File: config.mk
export PLATFORM = sky130hd
export DESIGN_NAME = int_ctrl
export DESIGN_NICKNAME = d
export VERILOG_FILES = /design/src/rtl/int_ctrl.sv
export SDC_FILE = /design/constraint.sdc
export NUM_CORES = 1
export LEC_CHECK = 0
export ABC_AREA = 1
export BUFFER_PORTS_ARGS = -buffer_cell sky130_fd_sc_hd__buf_2
export CAP_MARGIN = 20
export CORE_MARGIN = 2
export CORE_UTILIZATION = 51
export CTS_CLUSTER_DIAMETER = 30
export CTS_CLUSTER_SIZE = 30
export DETAILED_ROUTE_END_ITERATION = 10
export PLACE_DENSITY = 0.79
export SKIP_LAST_GASP = 1
export SYNTH_ARGS = -nofsm -noshare
export SYNTH_HDL_FRONTEND = slang
export SYNTH_SLANG_ARGS = --single-unit
File: constraint.sdc
create_clock -name clk -period 1.7 [get_ports clk]
set_clock_uncertainty 0.15 [all_clocks]
set_input_delay 0 -clock clk [delete_from_list [all_inputs] [get_ports clk]]
set_output_delay 0 -clock clk [all_outputs]
set_load 0.01 [all_outputs]
File: src/rtl/int_ctrl.sv
// Interrupt controller feeding CP0: synchronises raw IRQ lines, keeps edge/level
// pending state, arbitrates lowest-index-first and hands one request at a time to CP0.
module int_ctrl #(
  parameter int N_IRQ       = 8,
  parameter int SYNC_STAGES = 2
) (
  input  logic             clk,
  input  logic             rst,
  input  logic [N_IRQ-1:0] irq_src,
  input  logic             reg_we,
  input  logic [1:0]       reg_addr,
  input  logic [31:0]      reg_wdata,
  output logic [31:0]      reg_rdata,
  output logic             ir_in,
  output logic [4:0]       irq_id,
  input  logic             ack
);

  typedef enum logic [1:0] {
    S_IDLE = 2'd0,
    S_REQ  = 2'd1,
    S_WAIT = 2'd2
  } state_t;

  localparam logic [1:0] A_MASK    = 2'd0;
  localparam logic [1:0] A_EDGE    = 2'd1;
  localparam logic [1:0] A_PENDING = 2'd2;
  localparam logic [1:0] A_CAUSE   = 2'd3;

  state_t           r_state;
  logic [N_IRQ-1:0] r_sync [SYNC_STAGES];
  logic [N_IRQ-1:0] r_hist;
  logic [N_IRQ-1:0] r_mask;
  logic [N_IRQ-1:0] r_edge_cfg;
  logic [N_IRQ-1:0] r_pend_edge;
  logic [31:0]      r_rdata;
  logic             r_ir_in;
  logic [4:0]       r_irq_id;

  logic [N_IRQ-1:0] w_sync;
  logic [N_IRQ-1:0] w_edge;
  logic [N_IRQ-1:0] w_pending;
  logic [N_IRQ-1:0] w_elig;
  logic [N_IRQ-1:0] w_w1c;
  logic [N_IRQ-1:0] w_clr;
  logic [4:0]       w_win_id;
  logic             w_dispatch;
  logic [31:0]      w_cause;
  logic             w_unused_wdata;

  assign w_sync    = r_sync[SYNC_STAGES-1];
  assign w_edge    = w_sync & ~r_hist;
  // Level-type bits are a live view of the synchronised line; edge-type bits are latched.
  assign w_pending = (r_pend_edge & r_edge_cfg) | (w_sync & ~r_edge_cfg);
  assign w_elig    = w_pending & r_mask;
  assign w_w1c     = (reg_we && (reg_addr == A_PENDING)) ? reg_wdata[N_IRQ-1:0] : '0;
  assign w_dispatch = (r_state == S_IDLE) && (|w_elig);
  assign w_cause   = {(r_state != S_IDLE), 26'd0, r_irq_id};
  assign w_unused_wdata = ^reg_wdata;

  // Lowest-index eligible source wins; scanning downward leaves the smallest index last.
  always_comb begin
    w_win_id = 5'd0;
    for (int i = N_IRQ - 1; i >= 0; i--) begin
      w_win_id = w_elig[i] ? 5'(i) : w_win_id;
    end
  end

  // Clear sources: software W1C plus the dispatch clear of the winning source.
  always_comb begin
    w_clr = '0;
    for (int i = 0; i < N_IRQ; i++) begin
      w_clr[i] = w_w1c[i] | (w_dispatch && (w_win_id == 5'(i)));
    end
  end

  // Synchronisers, configuration registers, edge pending state and read-back.
  always_ff @(posedge clk) begin
    if (rst) begin
      for (int s = 0; s < SYNC_STAGES; s++) begin
        r_sync[s] <= '0;
      end
      r_hist      <= '0;
      r_mask      <= '0;
      r_edge_cfg  <= '0;
      r_pend_edge <= '0;
      r_rdata     <= 32'd0;
    end else begin
      r_sync[0] <= irq_src;
      for (int s = 1; s < SYNC_STAGES; s++) begin
        r_sync[s] <= r_sync[s-1];
      end
      r_hist <= w_sync;
      if (reg_we && (reg_addr == A_MASK)) begin
        r_mask <= reg_wdata[N_IRQ-1:0];
      end else begin
        r_mask <= r_mask;
      end
      if (reg_we && (reg_addr == A_EDGE)) begin
        r_edge_cfg <= reg_wdata[N_IRQ-1:0];
      end else begin
        r_edge_cfg <= r_edge_cfg;
      end
      // A new edge wins over any clear landing on the same edge.
      r_pend_edge <= ((r_pend_edge & ~w_clr) | w_edge) & r_edge_cfg;
      case (reg_addr)
        A_MASK:    r_rdata <= 32'(r_mask);
        A_EDGE:    r_rdata <= 32'(r_edge_cfg);
        A_PENDING: r_rdata <= 32'(w_pending);
        A_CAUSE:   r_rdata <= w_cause;
        default:   r_rdata <= 32'd0;
      endcase
    end
  end

  // Request FSM with registered ir_in pulse and latched source ID.
  always_ff @(posedge clk) begin
    if (rst) begin
      r_state  <= S_IDLE;
      r_ir_in  <= 1'b0;
      r_irq_id <= 5'd0;
    end else begin
      case (r_state)
        S_IDLE: begin
          if (w_dispatch) begin
            r_state  <= S_REQ;
            r_ir_in  <= 1'b1;
            r_irq_id <= w_win_id;
          end else begin
            r_state  <= S_IDLE;
            r_ir_in  <= 1'b0;
          end
        end
        S_REQ: begin
          r_state <= S_WAIT;
          r_ir_in <= 1'b0;
        end
        S_WAIT: begin
          r_ir_in <= 1'b0;
          if (ack) begin
            r_state <= S_IDLE;
          end else begin
            r_state <= S_WAIT;
          end
        end
        default: begin
          r_state <= S_IDLE;
          r_ir_in <= 1'b0;
        end
      endcase
    end
  end

  assign reg_rdata = r_rdata;
  assign ir_in     = r_ir_in;
  assign irq_id    = r_irq_id;

endmodule
======== Word level (Yosys, flattened, before mapping) ========
Memory sizes are Yosys's and may differ from the RTL's.
Cells that the tools add are included.
word-level totals
  register bits ........................... 72
  memory bits (writable) .................. 16
  input bits .............................. 46
  logic and storage cells ................. 81
  memories kept ........................... 1
memory list
  memory  words  bits a word  read ports  clocked after Yosys merged registers in  write ports  RTL line  text
  r_sync  2      8            2           0                                        2            31        logic [N_IRQ-1:0] r_sync [SYNC_STAGES];
operators by class
  eq/ne operators ......................... 12
  multiplexer cells ....................... 19
  bitwise gates (word level) .............. 22
  reduce and logical (&&, ||, !) cells .... 19
operators with widths
  kind                                                              number
  32-bit one-hot mux with 4 select lines                            1
  8-bit bitwise AND                                                 6
  3-bit two-way mux                                                 8
  8-bit two-way mux                                                 3
  8-bit NOT                                                         3
  8-bit bitwise OR                                                  2
  3-bit == test (second input constant)                             4
  1-bit logical AND                                                 12
  1-bit bitwise OR                                                  10
  8-bit OR reduction                                                1
  2-bit == test (second input constant)                             3
  3-bit by 2-bit == test with 1-bit output (second input constant)  2
  2-bit one-hot mux with 3 select lines                             1
  5-bit logical NOT                                                 1
  1-bit two-way mux                                                 5
  2-bit by 1-bit == test with 1-bit output (second input constant)  2
  2-bit logical NOT                                                 2
  3-bit by 1-bit == test with 1-bit output (second input constant)  1
  2-bit two-way mux                                                 1
  2-bit AND reduction                                               1
  2-bit nonzero test                                                1
  2-bit OR reduction                                                1
  1-bit NOT                                                         1

======== Longest topological paths before layout ========
  depth in word-level cells ............... 19
  depth in mapped cells ................... 14
  depth with buffers taken out ............ 14

======== Worst setup path before layout ========
OpenSTA, ideal clock, no wires.
  path kind ............................... register -> register
  start ................................... register r_edge_cfg[2]
  end ..................................... register r_pend_edge[3]
  arrival ................................. 1.156 ns
  path slack .............................. 0.278 ns
  cell stages (with the launch flop) ...... 12
  clock period less this slack ............ 1.422 ns
  path through ............................ dfxtp_1 nand2_1 o21ai_1 nand2_1 nand2_1 inv_1 nand2_1 nand2_4 inv_2 nand3_1 nand3_1 a21oi_1
between the ends
  word-level cells in the longest chain between the ends .. 14
ends and longest elaborated chain
  what                                      RTL line  text
  from (decl)                               34        logic [N_IRQ-1:0] r_edge_cfg;
  from (signal assigned)                    100       r_edge_cfg <= reg_wdata[N_IRQ-1:0];
  from (signal assigned)                    102       r_edge_cfg <= r_edge_cfg;
  8-bit NOT                                 54        assign w_pending = (r_pend_edge & r_edge_cfg) | (w_sync & ~r_edge_cfg);
  8-bit bitwise AND                         54
  8-bit bitwise OR *                        54
  8-bit bitwise AND *                       55        assign w_elig = w_pending & r_mask;
  3-bit two-way mux (3 in series)           65        w_win_id = w_elig[i] ? 5'(i) : w_win_id;
  3-bit by 2-bit == test with 1-bit output  73        w_clr[i] = w_w1c[i] | (w_dispatch && (w_win_id == 5'(i)));
  1-bit logical AND *                       73
  1-bit bitwise OR *                        73
  8-bit NOT *                               105       r_pend_edge <= ((r_pend_edge & ~w_clr) | w_edge) & r_edge_cfg;
  8-bit bitwise AND *                       105
  8-bit bitwise OR *                        105
  8-bit bitwise AND *                       105
  to (signal assigned)                      105
  to (decl)                                 35        logic [N_IRQ-1:0] r_pend_edge;
Every way passes the cells marked *; elsewhere a longest branch is shown, timed or not.
A chain may end at the register's enable or synchronous reset.

======== Worst setup path in the final report ========
  start ................................... register r_edge_cfg[6]
  end ..................................... register r_pend_edge[6]
between the ends
  word-level cells in the longest chain between the ends .. 18
ends and longest elaborated chain
  what                             RTL line
  8-bit NOT                        54
  8-bit bitwise AND                54
  8-bit bitwise OR                 54
  8-bit bitwise AND                55
  3-bit two-way mux (7 in series)  65
  3-bit == test                    73
  1-bit logical AND                73
  1-bit bitwise OR                 73
  8-bit NOT                        105
  8-bit bitwise AND                105
  8-bit bitwise OR                 105
  8-bit bitwise AND *              105
Marked as above.

==> results.py <==
metrics = {
    "clock_tree": {
        "tritoncts": "done",
        "numCtsBuffers": 9,
        "cts-root-buf": "clkbuf_8",
        "clock_sinks": 63,
        "clk_latency_ns": 0.33,
        "cts_buffer_depth": 2,
        "htree_num_levels": 3,
        "path_clk_slew_ns": 0.07,
    },
    "global_route": {
        "grt_pass1_wl_mm": 9.65,
        "antenna_found_initial": 0,
        "grt_pass1_vias": 2209,
        "grt_max_degree": 43,
        "grt_overflow": 0,
        "grtUsageTotal": 0.204,
    },
    "detailed_routing": {
        "wl_mm": 5.86,
        "drt_pre_antenna_iters": 4,
        "drc": 0,
        "via_per_inst": 4.72,
        "wire_per_inst_um": 11.7,
        "vias": 2365,
        "drtIter0Drc": 206,
        "postRouteAntennaNets": 0,
    },
    "logic_synthesis": {
        "synth-edff-count": 0,
        "yosys_warnings": 0,
        "avgSynthCellArea_um2": 7.52,
        "ys_ff_latch": 63,
        "synth_async_sr_flop_share": 0,
        "synth_area_mm2": 0.00274,
        "seq_area_frac_synth": 0.460,
        "synth_cells": 365,
        "ys_types": 31,
        "ys.flop_type": "dfxtp_1",
    },
    "timing": {
        "hold_violations": 1,
        "drv_slew": 0,
        "post-route-min-period_ns": 1.60,
        "setup_viol": 0,
        "post-route-period-util": 0.942,
        "rsz0062_at_grt": "true",
        "max_slew_margin": 0.576,
        "worst_pin_slew_ns": 0.635,
        "hold_slack_ns": -0.0202,
        "fmaxAchievable_mhz": 624,
    },
    "setup_path": {
        "crit_path_top_delay_cell": "dfxtp_2",
        "max_stage_delay_ns": 0.35,
        "path_common_cell": "nand2_1",
        "endpoint_kind": "flop",
        "critical-path-top-delay-family": "simple AND/OR/NAND/NOR gates",
        "cp.arrival_ns": 1.68,
        "path_max_fanout": 5,
        "critPathBufInv": 1,
        "start_kind": "flop",
        "required_ns": 1.77,
        "path_class": "reg2reg",
        "cp_cell_sequence": "inv_1, nand2_1, nand3_2, nand2_1, nand2_1, nand2_1, nand2_1, nand2_2, nand2_4, nand2_4, nand3_1, nand2_1, a21oi_2",
    },
    "placement": {
        "dp.cells": 462,
        "io_buffers": 34,
        "dp_hpwl_mm": 3.78,
        "gp_congestion": 0.843,
        "dpl_cell_area_mm2": 0.00288,
    },
    "layout": {
        "fillCellCount": 482,
        "final_common_cell": "nand2_1",
        "final_cell_mix": "75 x nand2_1, 55 x dfxtp_1, 44 x inv_1",
        "finalInstanceArea_mm2": 0.00333,
        "drive_gt1_frac": 0.232,
        "diodes": 0,
        "finish.utilization": 0.648,
        "seqCellArea_mm2": 0.00127,
        "syn2layout_area_growth_pct": 21.3,
        "fin_cells": 501,
        "nNetsFinal": 472,
        "multiInputGateArea_mm2": 0.00116,
    },
    "floorplanning": {
        "core-area_mm2": 0.00514,
        "fp.dieW_um": 77.4,
        "fp-row-count": 26,
        "pin_count": 84,
        "initial_core_util": 0.534,
        "die_h_um": 77.4,
        "design.die.area_mm2": 0.00598,
    },
    "flow_run": {
        "maxCapViolations": 0,
    },
    "power_and_ir_drop": {
        "powerDensity_mw_per_mm2": 940,
        "ir_drop_mv": 0.591,
        "leakage_nw": 1.50,
        "p_total_mw": 3.13,
    },
    "status": {
        "outcome": "complete, but fails checks",
        "violations": "hold timing",
    },
    "worst_hold_path": {
        "hp-class": "in2reg",
    },
}
-- synth_stat cells (2+ instances only) --
master	n	area, um^2
nor2_1	37	139
nor2_2	4	25.0
a21oi_1	19	95.1
nand2_4	4	45.0
buf_4	25	188
nand2_2	6	37.5
nand4_1	3	18.8
clkbuf_1	6	22.5
a21oi_2	4	35.0
nand3_1	18	90.1
or2_2	8	50.1
buf_2	2	10.0
nand2_1	76	285
inv_1	44	165
a41oi_1	2	17.5
nor2_4	2	22.5
dfxtp_1	63	1260
inv_2	4	15.0
o21ai_0	14	70.1
a31oi_1	5	31.3
o21ai_2	2	17.5
o21ai_1	8	40.0
-- worst register-to-register path, cell delays in order (launching register included) --
cell and delay (ns):
dfxtp_2 0.35, inv_1 0.05, nand2_1 0.09, nand3_2 0.11, nand2_1 0.09, nand2_1 0.05, nand2_1 0.06, nand2_1 0.06
nand2_2 0.08, nand2_4 0.07, nand2_4 0.08, nand3_1 0.11, nand2_1 0.10, a21oi_2 0.05
-- through the flow --
| step | setup slack (ns) | TNS, ns |
|---|---|---|
| 6_report | 0.0981 | 0 |
| 5_1_grt | -0.0123 | -0.0123 |
| 4_1_cts | 0.0707 | 0 |
| 3_5_place_dp | 0.0898 | 0 |
| 3_3_place_gp | 0.109 | 0 |
| 2_1_floorplan | 0.278 | 0 |
-- path summary, 6_finish.rpt --
kind / startpoint / endpoint / slack [ns] / cells past startpoint
max: r_edge_cfg[6]$_SDFFE_PP0P_ / r_pend_edge[6]$_SDFF_PP0_ / 0.1 / 13
min: reg_addr[1] / reg_rdata[1]$_SDFF_PP0_ / -0.02 / 3
min reg2reg: r_sync[0][3]$_SDFF_PP0_ / r_sync[0][11]$_SDFF_PP0_ / 0.26 / 2
max reg2reg: r_edge_cfg[6]$_SDFFE_PP0P_ / r_pend_edge[6]$_SDFF_PP0_ / 0.1 / 13
-- what timing repair did --
action	4_1_cts	5_1_grt
resized for setup	0	14
buffers inserted	0	1
hold buffers	22	1
setup endpoints to repair	0	11
hold endpoints to repair	34	2
-- power by group --
group	internal, mW	switching [mW]	total, mW
Combinational	0.120	0.193	0.312
Clock	0.711	0.546	1.26
Sequential	1.53	0.0284	1.56
-- logic make-up after synthesis --
| logic type | count (synthesis) | synth area share |
|---|---|---|
| DFF | 63 | 0.460 |
| other | 1 | 0.00137 |
| AOI/OAI and AO/OA | 56 | 0.118 |
| buffers and inverters | 84 | 0.154 |
| and+or+nand+nor | 161 | 0.268 |
-- flip-flops by register name, summed over array words and instances, names as in the netlist --
name	count
ir_in	1
irq_id	3
r_edge_cfg	8
r_hist	8
r_mask	8
r_pend_edge	8
r_state	2
r_sync	16
reg_rdata	9
-- layer usage --
metal | track usage | vias up | share of wire
met4 | 0.0768 | 0 | 0.014
met1 | 0.265 | 1080 | 0.44
li1 | - | 1210 | -
met3 | 0.0547 | 8 | 0.060
met2 | 0.326 | 67 | 0.48
met5 | 0 | - | 0
-- layout make-up --
| type | count | share of cell area |
|---|---|---|
| flip-flops and latches | 63 | 0.383 |
| multi-input cells | 242 | 0.350 |
| repair buffers | 61 | 0.129 |
| inverters | 49 | 0.0553 |
| clock buffers | 12 | 0.0436 |
| well taps | 70 | 0.0263 |
| clock inverters | 4 | 0.0135 |
Note: power is estimated with default switching activity, not from simulation.
